`src/rtl/bcd_time_counter.sv`:
```
// BCD HH:MM:SS time-of-day counter: cascaded BCD digits with ripple carry,
// registered carry pulses, and a set mode that bumps one field at a time.
module bcd_time_counter #(
  parameter int unsigned HR_MAX = 23,
  parameter int unsigned HR_MIN = 0
) (
  input  logic       CP,
  input  logic       CR,
  input  logic       tick,
  input  logic       set_en,
  input  logic [1:0] set_sel,
  input  logic       set_inc,
  output logic [7:0] sec,
  output logic [7:0] min,
  output logic [7:0] hour,
  output logic       co_min,
  output logic       co_hour,
  output logic       co_day
);

  localparam logic [7:0] HR_MAX_BCD = 8'(((HR_MAX / 10) << 4) | (HR_MAX % 10));
  localparam logic [7:0] HR_MIN_BCD = 8'(((HR_MIN / 10) << 4) | (HR_MIN % 10));

  logic [7:0] sec_q, sec_d, min_q, min_d, hour_q, hour_d;
  logic       co_min_q, co_min_d, co_hour_q, co_hour_d, co_day_q, co_day_d;
  logic       sec_wrap, min_wrap, hour_wrap;
  logic [7:0] sec_nx, min_nx, hour_nx;

  function automatic logic [7:0] bcd_inc(input logic [7:0] v);
    if (v[3:0] == 4'd9) return {v[7:4] + 4'd1, 4'd0};
    else                return {v[7:4], v[3:0] + 4'd1};
  endfunction

  // Each field's successor already includes its own wrap, so set mode and
  // counting share the same next values; only the carry chaining differs.
  always_comb begin
    sec_wrap  = (sec_q == 8'h59);
    min_wrap  = (min_q == 8'h59);
    hour_wrap = (hour_q == HR_MAX_BCD);
    sec_nx    = sec_wrap  ? 8'h00      : bcd_inc(sec_q);
    min_nx    = min_wrap  ? 8'h00      : bcd_inc(min_q);
    hour_nx   = hour_wrap ? HR_MIN_BCD : bcd_inc(hour_q);

    sec_d     = sec_q;
    min_d     = min_q;
    hour_d    = hour_q;
    co_min_d  = 1'b0;
    co_hour_d = 1'b0;
    co_day_d  = 1'b0;

    if (set_en) begin
      if (set_inc) begin
        case (set_sel)
          2'd0:    sec_d  = sec_nx;
          2'd1:    min_d  = min_nx;
          2'd2:    hour_d = hour_nx;
          default: ;
        endcase
      end
    end else if (tick) begin
      sec_d = sec_nx;
      if (sec_wrap) begin
        co_min_d = 1'b1;
        min_d    = min_nx;
        if (min_wrap) begin
          co_hour_d = 1'b1;
          hour_d    = hour_nx;
          co_day_d  = hour_wrap;
        end
      end
    end
  end

  always_ff @(posedge CP) begin
    if (CR) begin
      sec_q     <= 8'h00;
      min_q     <= 8'h00;
      hour_q    <= HR_MIN_BCD;
      co_min_q  <= 1'b0;
      co_hour_q <= 1'b0;
      co_day_q  <= 1'b0;
    end else begin
      sec_q     <= sec_d;
      min_q     <= min_d;
      hour_q    <= hour_d;
      co_min_q  <= co_min_d;
      co_hour_q <= co_hour_d;
      co_day_q  <= co_day_d;
    end
  end

  assign sec     = sec_q;
  assign min     = min_q;
  assign hour    = hour_q;
  assign co_min  = co_min_q;
  assign co_hour = co_hour_q;
  assign co_day  = co_day_q;

endmodule

```
`config.mk`:
```
export PLATFORM = sky130hd
export DESIGN_NAME = bcd_time_counter
export DESIGN_NICKNAME = d
export VERILOG_FILES = /design/src/rtl/bcd_time_counter.sv
export SDC_FILE = /design/constraint.sdc
export NUM_CORES = 1
export LEC_CHECK = 0
export BUFFER_PORTS_ARGS = -buffer_cell sky130_fd_sc_hd__buf_2
export CAP_MARGIN = 20
export CELL_PAD_IN_SITES_DETAIL_PLACEMENT = 0
export CELL_PAD_IN_SITES_GLOBAL_PLACEMENT = 1
export CORE_MARGIN = 4
export CORE_UTILIZATION = 36
export DETAILED_ROUTE_END_ITERATION = 12
export PLACE_DENSITY = 0.76
export SKIP_LAST_GASP = 1
export SLEW_MARGIN = 20
export SYNTH_ARGS = -nofsm -noshare
export SYNTH_HDL_FRONTEND = slang
export SYNTH_SLANG_ARGS = --single-unit
```
`constraint.sdc`:
```
create_clock -name CP -period 2 [get_ports CP]
set_clock_uncertainty 0.15 [all_clocks]
set_input_delay 0.1 -clock CP [delete_from_list [all_inputs] [get_ports CP]]
set_output_delay 0.1 -clock CP [all_outputs]
set_load 0.03 [all_outputs]
```
==> impl_metrics.py <==
metrics = {
    "min_path": {
        "hp-class": "input port to flop",
        "hold_path_depth": 4,
        "whs_endpoint": "hour[4]",
        "min_from": "CR",
    },
    "timing": {
        "max_slew_margin_pct": 68.98,
        "setup_viol": 0,
        "finalWorstSetupSlack_ns": 0.1024,
        "worst_pin_slew_ns": 0.4638,
        "timing.setup.tns_ns": 0,
        "finalCritPeriodShare_pct": 94.88,
        "finalHoldViolCount": 0,
        "grt_setup_unrepaired": "false",
        "min_period_ns": 1.898,
        "max_freq_ghz": 0.5270,
        "slew_violations": 0,
    },
    "yosys": {
        "muxShareOfSynthArea_pct": 1.995,
        "syn_nets": 189,
        "ys.warnings.count": 0,
        "ys_top_cells_by_area": "dfxtp_1 34%, ha_1 8.0%, nor2_1 3.8%",
        "syn_avg_cell_area_um2": 9.115,
        "synth_compound_gate_area_share_pct": 20.59,
        "synth.distinct_cells": 53,
        "synth_xor_area_share_pct": 1.676,
        "post-synth-top-area-fraction_pct": 34.48,
        "synth_flop_cell": "dfxtp_1",
        "synth_edf_count": 0,
        "synth_top_family_by_area": "simple AND/OR/NAND/NOR gates",
        "syn-cell-area_um2": 1568,
        "syn_inst": 172,
        "yosys.area_share.simple_pct": 28.97,
        "synthArstFlopShare_pct": 0,
        "synthAdderAreaFrac_pct": 7.981,
        "synth_top_area_cell": "dfxtp_1",
        "seq_area_frac_synth_pct": 34.48,
        "ys_ff_latch": 27,
    },
    "routing": {
        "routed_wl_um": 3757,
        "wl_per_cell_um": 14.29,
        "drc": 0,
        "vias": 1409,
        "ant_nets": 0,
        "drt_iter0_markers": 82,
        "dr.pass1.iters": 4,
        "avgViaCountPerCell": 5.357,
    },
    "power_and_ir_drop": {
        "power_w": 0.0009622,
        "power.density_nw_per_um2": 507.9,
        "peakVddDrop_mv": 0.2886,
        "cellLeakagePower_nw": 0.8140,
    },
    "finish": {
        "area_delta_synth_final_pct": 20.83,
        "fin_nets": 231,
        "diodes": 0,
        "drive_gt1_share_pct": 29.58,
        "fin_cells": 263,
        "fill_cells": 407,
    },
    "floorplan": {
        "fp.dieH_um": 73.99,
        "die_w_um": 73.99,
        "die-area_um2": 5475,
        "io_pins": 34,
        "num_rows": 23,
        "design.core.area_um2": 4115,
        "start_util_pct": 38.10,
    },
    "clocking": {
        "worstSkewPairLatency_ns": 0.27,
        "tritoncts": "done",
        "root_buffer": "clkbuf_8",
        "htree_num_levels": 1,
        "cts_sinks": 27,
        "path_clk_slew_ns": 0.09,
        "cts_made_buffers": 3,
        "holdBufCountCts": 0,
        "cts_buffer_depth": 2,
    },
    "outcome": {
        "outcome": "completed",
    },
    "worst_setup_path": {
        "crit_start": "sec[5]",
        "crit_fanout": 8,
        "startpoint_type": "flop",
        "worstPathRequired_ns": 2.01,
        "critPathArrivalTime_ns": 1.91,
        "r2r_start": "sec[5]",
        "r2r_cells": 6,
        "r2r_end": "min[2]",
        "r2r_slack_ns": 0.10,
        "critPathKind": "flop to flop",
        "endpoint_kind": "flop",
    },
    "grt": {
        "grt-ovfl-total": 0,
        "antenna_found_initial": 0,
        "grtUsageTotal_pct": 14.03,
        "grt_pass1_wl_um": 6120,
        "grt_pass1_vias": 1380,
        "grt_max_degree": 22,
    },
    "run": {
        "drv_cap": 0,
    },
    "place": {
        "place.gp.congestion": 0.8321,
        "io_buffers": 33,
        "pre_cts_slack_ns": 0.07255,
        "dp.cells": 259,
        "dp_hpwl_um": 2863,
    },
}
==> cells in the mapped netlist (all sizes together) (2+ instances only) <==
cell / number
a211oi: 2
a21oi: 11
and3: 2
and3b: 3
and4bb: 2
buf: 4
clkbuf: 2
dfxtp: 27
ha: 10
inv: 10
mux2i: 2
nand2: 9
nand2b: 2
nand3: 6
nand3b: 2
nand4: 6
nand4b: 3
nand4bb: 2
nor2: 16
nor2b: 5
nor3: 2
o21ai: 11
o31ai: 4
o32ai: 2
or4: 4
xnor2: 2
==> state kept, by name (all words and copies together) (netlist names) <==
name / cells
min: 8
hour: 8
co_hour: 1
co_min: 1
sec: 8
co_day: 1
==> routing by layer <==
layer / vias to the layer above / share of wire [%] / routed length, um / global-route usage, %
met5: - / 0 / 0 / 0
met4: 0 / 0.56 / 21 / 4.829
met3: 2 / 4.7 / 176 / 2.432
met2: 30 / 47 / 1782 / 23.82
met1: 655 / 47 / 1776 / 17.90
li1: 722 / - / - / -
==> repair_timing <==
| item | in CTS | in global routing |
|---|---|---|
| resized for setup | 0 | 1 |
| setup endpoints to repair | 0 | 1 |
| buffers inserted | 0 | 0 |
==> worst max-delay path, stage by stage, from the launching register on <==
cell     delay, ns
dfxtp_4       0.38
inv_1         0.04
ha_1          0.17
and3b_1       0.23
a32o_2        0.36
nand4_1       0.12
mux2_2        0.33
==> report_power, final <==
group          internal (W)  total [W]  switching (W)
clock network      0.000143   0.000312       0.000170
registers          0.000543   0.000552     0.00000893
logic             0.0000344  0.0000981      0.0000638
==> cells by family after synthesis <==
kind of cell               Yosys count
DFF                                 27
and+or+nand+nor                     71
muxes                                3
AOI/OAI and AO/OA                   42
buffers and inverters               16
xor gates and xnor gates             3
adders and majority gates           10
==> cell type report <==
type | instances | area, um^2 | share of cell area, %
clock buffers | 4 | 45.04 | 2.378
inverters | 10 | 37.54 | 1.982
multi-input cells | 129 | 960.9 | 50.73
flip-flops and latches | 27 | 548.0 | 28.93
well taps | 50 | 62.56 | 3.303
repair buffers | 43 | 240.2 | 12.68
==> stage by stage <==
step	area [um^2]	hold WS, ns	utilization (%)
floorplan	1582	0.1716	-
global placement	1848	0.3353	44.91
finish	1894	0.06319	46.03
CTS	1893	0.05820	46.00
detailed placement	1848	0.3484	44.91
global route	1894	0.07166	46.03
==> how the worst max path moves through the flow <==
| stage | to | depth (start not counted) |
|---|---|---|
| 3_5_place_dp | min[2] | 6 |
| 6_report | min[2] | 6 |
| 3_3_place_gp | min[2] | 6 |
| 5_1_grt | min[3] | 6 |
| 2_1_floorplan | min[2] | 8 |
| 4_1_cts | min[2] | 6 |
==> layout by cell type (no fill, tap or decap), drive strengths merged, types with 3 or more instances in the layout <==
cell    netlist  layout
a21oi        11      11
and3b         3       3
buf           4      43
clkbuf        2       4
dfxtp        27      27
ha           10      10
inv          10      10
nand2         9       9
nand3         6       6
nand4         6       6
nand4b        3       3
nor2         16      16
nor2b         5       5
o21ai        11      11
o31ai         4       4
or4           4       4
Power figures use the tool's default switching activity.
